## config.mk

```make
export PLATFORM = sky130hd
export DESIGN_NAME = uart_dec_tx_flat
export DESIGN_NICKNAME = d
export VERILOG_FILES = /design/src/rtl/uart_pkg.sv /design/src/rtl/uart_dec_tx_if.sv /design/src/rtl/uart_tx_byte.sv /design/src/rtl/uart_dec_tx.sv /design/src/flat_wrapper.sv
export SDC_FILE = /design/constraint.sdc
export NUM_CORES = 1
export LEC_CHECK = 0
export ABC_AREA = 1
export BUFFER_PORTS_ARGS = -buffer_cell sky130_fd_sc_hd__buf_2
export CORE_MARGIN = 1
export CORE_UTILIZATION = 61
export CTS_BUF_LIST = sky130_fd_sc_hd__clkbuf_16
export CTS_CLUSTER_DIAMETER = 200
export DETAILED_ROUTE_END_ITERATION = 7
export PLACE_DENSITY = 0.81
export SYNTH_ARGS = -nofsm -noshare
export SYNTH_HDL_FRONTEND = slang
export SYNTH_SLANG_ARGS = --single-unit
```

## constraint.sdc

```tcl
create_clock -name clk -period 3.4 [get_ports clk]
set_input_delay 0.68 -clock clk [delete_from_list [all_inputs] [get_ports clk]]
set_output_delay 0.68 -clock clk [all_outputs]
set_load 0.05 [all_outputs]
```

## src/rtl/uart_pkg.sv

```systemverilog
// uart_pkg: shared constants for the decimal-ASCII UART transmitter
//   Top-level sequencer states (ST_*), per-frame serialiser states (S_*),
//   ASCII codes for the digit base and line ending, and the baud divider helper.
package uart_pkg;

    localparam logic [1:0] ST_IDLE  = 2'd0;
    localparam logic [1:0] ST_CONV  = 2'd1;
    localparam logic [1:0] ST_NEXT  = 2'd2;
    localparam logic [1:0] ST_FRAME = 2'd3;

    localparam logic [2:0] S_IDLE   = 3'd0;
    localparam logic [2:0] S_START  = 3'd1;
    localparam logic [2:0] S_DATA   = 3'd2;
    localparam logic [2:0] S_PARITY = 3'd3;
    localparam logic [2:0] S_STOP   = 3'd4;

    localparam logic [7:0] ASCII_0  = 8'h30;
    localparam logic [7:0] ASCII_CR = 8'h0D;
    localparam logic [7:0] ASCII_LF = 8'h0A;

    function automatic int baud_div(input int clk_freq, input int baud);
        return clk_freq / baud;
    endfunction

endpackage

```

## src/rtl/uart_dec_tx_if.sv

```systemverilog
// uart_dec_tx_if: byte handshake between the application and the transmitter
//   tx_data  [7:0] byte to send
//   tx_valid       tx_data is valid
//   tx_ready       transmitter can accept a byte
//   busy           a message is in progress
interface uart_dec_tx_if;

    logic [7:0] tx_data;
    logic       tx_valid;
    logic       tx_ready;
    logic       busy;

    modport master (output tx_data, tx_valid, input tx_ready, busy);
    modport slave  (input tx_data, tx_valid, output tx_ready, busy);

endinterface

```

## src/rtl/uart_tx_byte.sv

```systemverilog
// uart_tx_byte: one-frame UART serialiser (start, 8 data bits LSB first, [parity], stop)
//   clk, rst_n  clock, asynchronous active-low reset
//   start       pulse while idle launches a frame carrying tx_byte
//   tx_byte     character to send, captured on the start edge
//   done        high during the final clock of the stop bit
//   tx          serial line, idles high
//   UART_DEC_TX_PARITY_EN adds an even-parity bit after the data bits.
module uart_tx_byte
    import uart_pkg::*;
#(
    parameter int BAUD_DIV = 5208
) (
    input  logic       clk,
    input  logic       rst_n,
    input  logic       start,
    input  logic [7:0] tx_byte,
    output logic       done,
    output logic       tx
);

    localparam int CW = $clog2(BAUD_DIV);

    logic [2:0]    state;
    logic [CW-1:0] cnt;
    logic [2:0]    bit_idx;
    logic [7:0]    data;
    logic          last;
`ifdef UART_DEC_TX_PARITY_EN
    logic          par;
`endif

    assign last = cnt == CW'(BAUD_DIV - 1);
    assign done = state == S_STOP && last;

    // tx is registered so an asynchronous reset forces the line high at once.
    always_ff @(posedge clk or negedge rst_n) begin
        if (!rst_n) begin
            state   <= S_IDLE;
            cnt     <= '0;
            bit_idx <= '0;
            data    <= '0;
            tx      <= 1'b1;
`ifdef UART_DEC_TX_PARITY_EN
            par     <= 1'b0;
`endif
        end else begin
            cnt <= (state == S_IDLE || last) ? '0 : cnt + 1'b1;
            case (state)
                S_IDLE: if (start) begin
                    state   <= S_START;
                    data    <= tx_byte;
                    bit_idx <= '0;
                    tx      <= 1'b0;
`ifdef UART_DEC_TX_PARITY_EN
                    par     <= ^tx_byte;
`endif
                end
                S_START: if (last) begin
                    state <= S_DATA;
                    tx    <= data[0];
                end
                // data shifts right so the next bit is always data[1]
                S_DATA: if (last) begin
                    if (bit_idx == 3'd7) begin
`ifdef UART_DEC_TX_PARITY_EN
                        state <= S_PARITY;
                        tx    <= par;
`else
                        state <= S_STOP;
                        tx    <= 1'b1;
`endif
                    end else begin
                        bit_idx <= bit_idx + 3'd1;
                        data    <= {1'b0, data[7:1]};
                        tx      <= data[1];
                    end
                end
`ifdef UART_DEC_TX_PARITY_EN
                S_PARITY: if (last) begin
                    state <= S_STOP;
                    tx    <= 1'b1;
                end
`endif
                S_STOP: if (last) state <= S_IDLE;
                default: begin
                    state <= S_IDLE;
                    tx    <= 1'b1;
                end
            endcase
        end
    end

endmodule

```

## src/rtl/uart_dec_tx.sv

```systemverilog
// uart_dec_tx: UART transmitter sending each accepted byte as three decimal digits plus CR LF
//   clk, rst_n  clock, asynchronous active-low reset
//   bus         slave side of uart_dec_tx_if (tx_data, tx_valid, tx_ready, busy)
//   tx          serial line, idles high
//   CLK_FREQ/BAUD set the bit time; CLK_FREQ/BAUD must be >= 2.
//   UART_DEC_TX_PARITY_EN selects 11-bit frames with even parity.
module uart_dec_tx
    import uart_pkg::*;
#(
    parameter int CLK_FREQ = 50_000_000,
    parameter int BAUD     = 9600
) (
    input  logic           clk,
    input  logic           rst_n,
    uart_dec_tx_if.slave   bus,
    output logic           tx
);

    localparam int BAUD_DIV = baud_div(CLK_FREQ, BAUD);

    logic [1:0] state;
    logic [7:0] data;
    logic [1:0] hund;
    logic [3:0] tens;
    logic [3:0] ones;
    logic [2:0] idx;
    logic [7:0] chr;
    logic       start;
    logic       done;

    assign bus.tx_ready = state == ST_IDLE;
    assign bus.busy     = state != ST_IDLE;
    assign start        = state == ST_NEXT;

    assign chr = idx == 3'd0 ? ASCII_0 + {6'd0, hund} :
                 idx == 3'd1 ? ASCII_0 + {4'd0, tens} :
                 idx == 3'd2 ? ASCII_0 + {4'd0, ones} :
                 idx == 3'd3 ? ASCII_CR : ASCII_LF;

    // The frame-done edge both ends the stop bit and picks the next step, so
    // the single NEXT cycle stretches every inner stop bit to BAUD_DIV+1.
    always_ff @(posedge clk or negedge rst_n) begin
        if (!rst_n) begin
            state <= ST_IDLE;
            data  <= '0;
            hund  <= '0;
            tens  <= '0;
            ones  <= '0;
            idx   <= '0;
        end else begin
            case (state)
                ST_IDLE: if (bus.tx_valid) begin
                    data  <= bus.tx_data;
                    state <= ST_CONV;
                end
                ST_CONV: begin
                    hund  <= 2'(data / 8'd100);
                    tens  <= 4'((data / 8'd10) % 8'd10);
                    ones  <= 4'(data % 8'd10);
                    idx   <= '0;
                    state <= ST_NEXT;
                end
                ST_NEXT: state <= ST_FRAME;
                ST_FRAME: if (done) begin
                    if (idx == 3'd4) state <= ST_IDLE;
                    else begin
                        idx   <= idx + 3'd1;
                        state <= ST_NEXT;
                    end
                end
                default: state <= ST_IDLE;
            endcase
        end
    end

    uart_tx_byte #(.BAUD_DIV(BAUD_DIV)) u_byte (
        .clk     (clk),
        .rst_n   (rst_n),
        .start   (start),
        .tx_byte (chr),
        .done    (done),
        .tx      (tx)
    );

endmodule

```

## src/flat_wrapper.sv

```systemverilog
// flat-port wrapper written by rule: the top's interface ports become plain ports
module uart_dec_tx_flat import uart_pkg::*;
#(
    parameter int CLK_FREQ = 50_000_000,
    parameter int BAUD     = 9600
)
  (clk, rst_n, tx, bus_tx_data, bus_tx_valid, bus_tx_ready, bus_busy);
  uart_dec_tx_if bus_i ();
  input  logic clk;
  input  logic rst_n;
  output logic tx;
  input wire logic [$bits(bus_i.tx_data)-1:0] bus_tx_data;
  input wire logic [$bits(bus_i.tx_valid)-1:0] bus_tx_valid;
  output wire logic [$bits(bus_i.tx_ready)-1:0] bus_tx_ready;
  output wire logic [$bits(bus_i.busy)-1:0] bus_busy;
  assign bus_i.tx_data = bus_tx_data;
  assign bus_i.tx_valid = bus_tx_valid;
  assign bus_tx_ready = bus_i.tx_ready;
  assign bus_busy = bus_i.busy;
  uart_dec_tx #(.CLK_FREQ(CLK_FREQ), .BAUD(BAUD)) u_core (.clk(clk), .rst_n(rst_n), .bus(bus_i), .tx(tx));
endmodule
```

Yosys cells after proc, flatten, opt, wreduce, memory -nomap -nowiden
Index checks and enable logic that the tools add are counted.
Widths: inputs -> output; s select.
{"block": "word_totals", "input_bits": 11, "word_cells": 88, "ff_bits": 51, "out_inout_bits": 3}
{"block": "op_classes", "mux": 31, "eq_ne": 21, "reduce_logical": 14, "n_bitwise": 1, "div": 4, "addsub": 6}
{"op": "$mux 8", "n": 6}
{"op": "$mux 3", "n": 11}
{"op": "$mod 8x4->8 const B", "n": 2}
{"op": "$pmux 8 s2", "n": 1}
{"op": "$add 6x4->7 const A", "n": 2}
{"op": "$ne 2x2->1 const B", "n": 7}
{"op": "$add 13x1->13 const B", "n": 1}
{"op": "$eq 13x13->1 const B", "n": 1}
{"op": "$mux 13", "n": 1}
{"op": "$pmux 3 s2", "n": 2}
{"op": "$pmux 3 s4", "n": 1}
{"op": "$eq 3x2->1 const B", "n": 3}
{"op": "$eq 3x3->1 const B", "n": 3}
{"op": "$div 8x4->8 const B", "n": 1}
{"op": "$div 8x7->8 const B", "n": 1}
{"op": "$pmux 2 s4", "n": 1}
{"op": "$reduce_and 4->1", "n": 2}
{"op": "$add 6x2->7 const A", "n": 1}
{"op": "$add 3x1->3 const B", "n": 2}
{"op": "$eq 3x1->1 const B", "n": 2}
{"op": "$logic_not 3->1", "n": 2}
{"op": "$mux 2", "n": 3}
{"op": "$reduce_bool 2->1", "n": 3}
{"op": "$reduce_and 5->1", "n": 1}
{"op": "other kinds (11)", "n": 17}

Longest topological paths before layout
{"block": "logic_depth", "depth_word": 7, "depth_mapped": 30, "ltp_nobuf": 30}

Cells and area by module
A second synthesis with hierarchy kept.
{"block": "unflattened", "cells_unflattened": 426, "hier_area_um2": 3309.4}
{"mod": "uart_dec_tx", "cells_each": 245, "instances": 1, "area_each_um2": 1739.2, "seq_area_each_um2": 575.6}
{"mod": "uart_tx_byte", "cells_each": 181, "instances": 1, "area_each_um2": 1570.3, "seq_area_each_um2": 701.9}

Least setup slack after synthesis
No wires, ideal clock.
{"block": "synth_timing", "path_type": "register -> register", "startpoint": "register u_core.data[5]", "endpoint": "register u_core.tens[3]", "setup_slack_ps": 700, "path_stages_with_launch": 30, "arrival_time_ps": 2635, "synth_period_minus_slack_ps": 2700, "n_path_buf": 0, "setup_time_ps": 65, "required_ps": 3335, "cell_sequence": "dfrtp_1 > inv_2 > nand3_1 > nand2_1 > inv_1 > nand2_1 > nand2_2 > nand2_2 > nand3_2 > nand2_2 > nand2_4 > nand2_2 > nand3_2 > nand2_2 > nand3_1 > nand2_4 > inv_4 > nand2_4 > nand3_4 > nand2_4 > nand2_1 > nand2_1 > inv_1 > ha_1 > nand3b_1 > nand2_1 > nand2_1 > nand2_1 > nand2_1 > nand2_1"}
{"block": "synth_via", "elab_chain_len": 2}
{"item": "start: declaration", "line_no": "uart_dec_tx.sv:22", "source": "logic [7:0] data;"}
{"item": "start signal: assignment", "line_no": "uart_dec_tx.sv:53", "source": "data <= bus.tx_data;"}
{"item": "$div 8x4->8", "line_no": "uart_dec_tx.sv:58", "source": "tens <= 4'((data / 8'd10) % 8'd10);"}
{"item": "$mod 8x4->8", "line_no": "uart_dec_tx.sv:58"}
{"item": "end signal: assignment", "line_no": "uart_dec_tx.sv:58"}
{"item": "end: declaration", "line_no": "uart_dec_tx.sv:24", "source": "logic [3:0] tens;"}
No other way between the ends.
A chain may end at the register's enable or synchronous reset.

Worst setup path in the final report
Same ends and word-level chain as after synthesis.

==> run_results.csv <==
group,metric,value,unit
final_layout,final_nets,419,
hold_path,worstHoldStart,"u_core.u_byte.cnt[0]",
detailed_routing,viasPerCell,5.78,
synthesis,postSynthAreaPerCell,7.79,um2
detailed_routing,vias,2603,
synthesis,yosysTopAreaCell,"dfrtp_1",
global_route,grt_first_pass_wirelength,10800,um
detailed_routing,final_antenna_net_count,0,
floorplanning,io_pins,14,
final_layout,postLayoutCellArea,3300,um2
timing,fin_crit_sh,92.4,%
final_layout,syn2layout_area_growth,11.7,%
global_route,grt_max_degree,50,
timing,fmax,0.318,GHz
final_layout,n_antenna_cell,0,
synthesis,syn_area,2950,um2
floorplanning,die_h,71.6,um
setup_path,arrival,3.37,ns
synthesis,synth_nets,401,
detailed_routing,drc,0,
global_route,use_met1,33.0,%
floorplanning,coreArea,4500,um2
timing,tns,0,ns
setup_path,reg2reg_slack,0.26,ns
placed_design,place_area,3060,um2
setup_path,crit_fanout,5,
synthesis,netlist_top_cells_area,"dfrtp_1 (41%), nand2_1 (9.3%), inv_1 (6.1%), ha_1 (4.7%), nand3_1 (4.6%)",
clock_network,cts_buffers,5,
clock_network,cts_root_buf,"clkbuf_16",
synthesis,yosys_warnings,0,
timing,setup_slack,0.258,ns
global_route,grt_util_met3,4.36,%
synthesis,yosysSeqAreaShare,41.6,%
setup_path,rr_worst_depth,29,
placed_design,portBuffers,13,
timing,slew_violations,0,
timing,slew_headroom,28.8,%
clock_network,clk_pin_slew,0.07,ns
setup_path,path_class,"reg -> reg",
synthesis,synth-async-reset-ratio,100,%
setup_path,worst_path_max_delay_cell,"dfrtp_2",
clock_network,clock_latency,0.29,ns
synthesis,netlist_instances,379,
floorplanning,start_util,65.6,%
synthesis,yosysMostFrequentCell,"nand2_1",
global_route,track_usage,26.7,%
synthesis,synth_seq_cells,49,
setup_path,cp-end-kind,"flip-flop",
setup_path,rr_endpoint,"u_core.tens[3]",
synthesis,synth_top_flop_cell,"dfrtp_1",
pwr,power_leakage,1.62,nW
floorplanning,dieWidth,71.6,um
clock_network,hold_buffers,0,
placed_design,place_ws,0.355,ns
final_layout,drive_gt1_share,17.6,%
synthesis,yosysTopAreaCellShare,40.7,%
synthesis,synth_common_cells,"nand2_1 (73), dfrtp_1 (48), inv_1 (48)",
detailed_routing,drt_iter0_drc,181,
clock_network,max-clock-path-buffers,2,
clock_network,numClockSinks,49,
pwr,power_density,373,nW/um2
job,cap_violations,0,
hold_path,min_path_cells,1,
clock_network,tritoncts,"yes",
floorplanning,die_area,5120,um2
setup_path,r2r-start,"u_core.data[5]",
global_route,use_met2,49.0,%
final_layout,fin_cells,450,
detailed_routing,drt_wl_total,6030,um
placed_design,gp_congestion,0.884,
synthesis,synth_edf_count,0,
timing,min_period,3.14,ns
global_route,grt_pass1_vias,2605,
setup_path,startpoint_type,"flip-flop",
clock_network,cts.htree.levels,2,
setup_path,crit_top_cell,"nand2_1",
placed_design,dp.cells,440,
global_route,top_usage_layer,"met2",
global_route,grt.overflow.total,0,
timing,fin_hold_ws,0.463,ns
floorplanning,std_cell_rows,24,
pwr,ir_drop,0.202,mV
timing,setup_viol,0,
hold_path,hp-class,"reg -> reg",
timing,tightest_slew,1.07,ns
timing,fin_worst_skew,0.00650,ns
status,outcome,"completed",
timing,final-hold-violation-count,0,
placed_design,dp_hpwl,4190,um
setup_path,required,3.63,ns
synthesis,synth_cell_types,40,
setup_path,max_stage_delay,0.45,ns
global_route,antenna_found_initial,0,
detailed_routing,wire_per_inst,13.4,um
hold_path,min_to,"u_core.u_byte.cnt[0]",
detailed_routing,dr.pass1.iters,4,
[report_power, final]
group / total, mW / internal (mW) / switching [mW]
clock: 0.632 / 0.420 / 0.212
sequential: 0.583 / 0.583 / 0
combinational: 0.0164 / 0.00402 / 0.0124
[how the worst max path moves through the flow]
stage | endpoint | cells after the start | from | slack, ns
detailed placement | u_core.tens[3] | 29 | u_core.data[5] | 0.36
finish | u_core.tens[3] | 29 | u_core.data[5] | 0.26
floorplan | u_core.tens[3] | 29 | u_core.data[5] | 0.70
global route | u_core.tens[3] | 29 | u_core.data[5] | -0.06
global placement | u_core.tens[3] | 29 | u_core.data[5] | 0.45
CTS | u_core.tens[3] | 29 | u_core.data[5] | 0.29
[area by class of cell]
cell class | instances | area, um2
Timing Repair Buffer | 16 | 87.6
Tap cell | 52 | 65.1
Inverter | 56 | 213
Clock buffer | 5 | 125
Sequential cell | 49 | 1230
Multi-Input combinational cell | 269 | 1510
Fill cell | 355 | 1210
Clock inverter | 3 | 65.1
[cell families (layout without fill, tap and decap cells)]
group | count (synthesis) | in the layout | synth area share, %
AOI/OAI and AO/OA | 74 | 74 | 14.7
muxes | 1 | 1 | 0.381
buffers and inverters | 61 | 80 | 8.18
adders and majority gates | 11 | 11 | 4.66
xor gates and xnor gates | 2 | 2 | 0.593
DFF | 49 | 49 | 41.6
and+or+nand+nor | 181 | 181 | 29.9
[cells in the final DEF (no fill, tap or decap), drive strengths merged, types with 5 or more instances in the layout]
cell and n:
o211ai 5, nand2 92, o21ai 29, buf 16, dfrtp 48, a21oi 27, inv 56, nor2 32
ha 11, clkbuf 5, nand3 31, nor3b 5, nor3 10
[registers in the layout (all words and copies together), names as in the netlist]
| register | flops |
|---|---|
| u_core.ones | 4 |
| u_core.idx | 3 |
| u_core.state | 2 |
| u_core.u_byte.bit_idx | 3 |
| u_core.u_byte.data | 6 |
| u_core.u_byte.state | 3 |
| u_core.u_byte.tx | 1 |
| u_core.hund | 2 |
| u_core.tens | 4 |
| u_core.u_byte.cnt | 13 |
| u_core.data | 8 |
[worst max-delay path, delay by kind of cell (launching register included)]
family	cells	cell delay [ns]
AND/OR/NAND/NOR	24	2.16
flip-flops	1	0.45
buffers and inverters	4	0.28
adder cells (fa/ha/maj)	1	0.18
[timing repair]
item / 4_1_cts / 5_1_grt
buffers inserted: 0 / 2
endpoints found under the setup margin: 0 / 1
resized for setup: 0 / 11
hold endpoints to repair: 0 / 0
[metrics by stage]
stage          util (%)  total power [mW]
2_1_floorplan         -             0.594
3_3_place_gp       68.0             0.611
3_5_place_dp       68.0             0.611
4_1_cts            72.2              1.24
5_1_grt            73.2              1.26
6_report           73.2              1.23
[layer usage]
layer | share of wire (%) | up-vias
li1 | - | 1288
met1 | 45 | 1238
met2 | 51 | 69
met3 | 3.2 | 8
met4 | 1.4 | 0
met5 | 0 | -
Note: power is estimated with default switching activity, not from simulation.
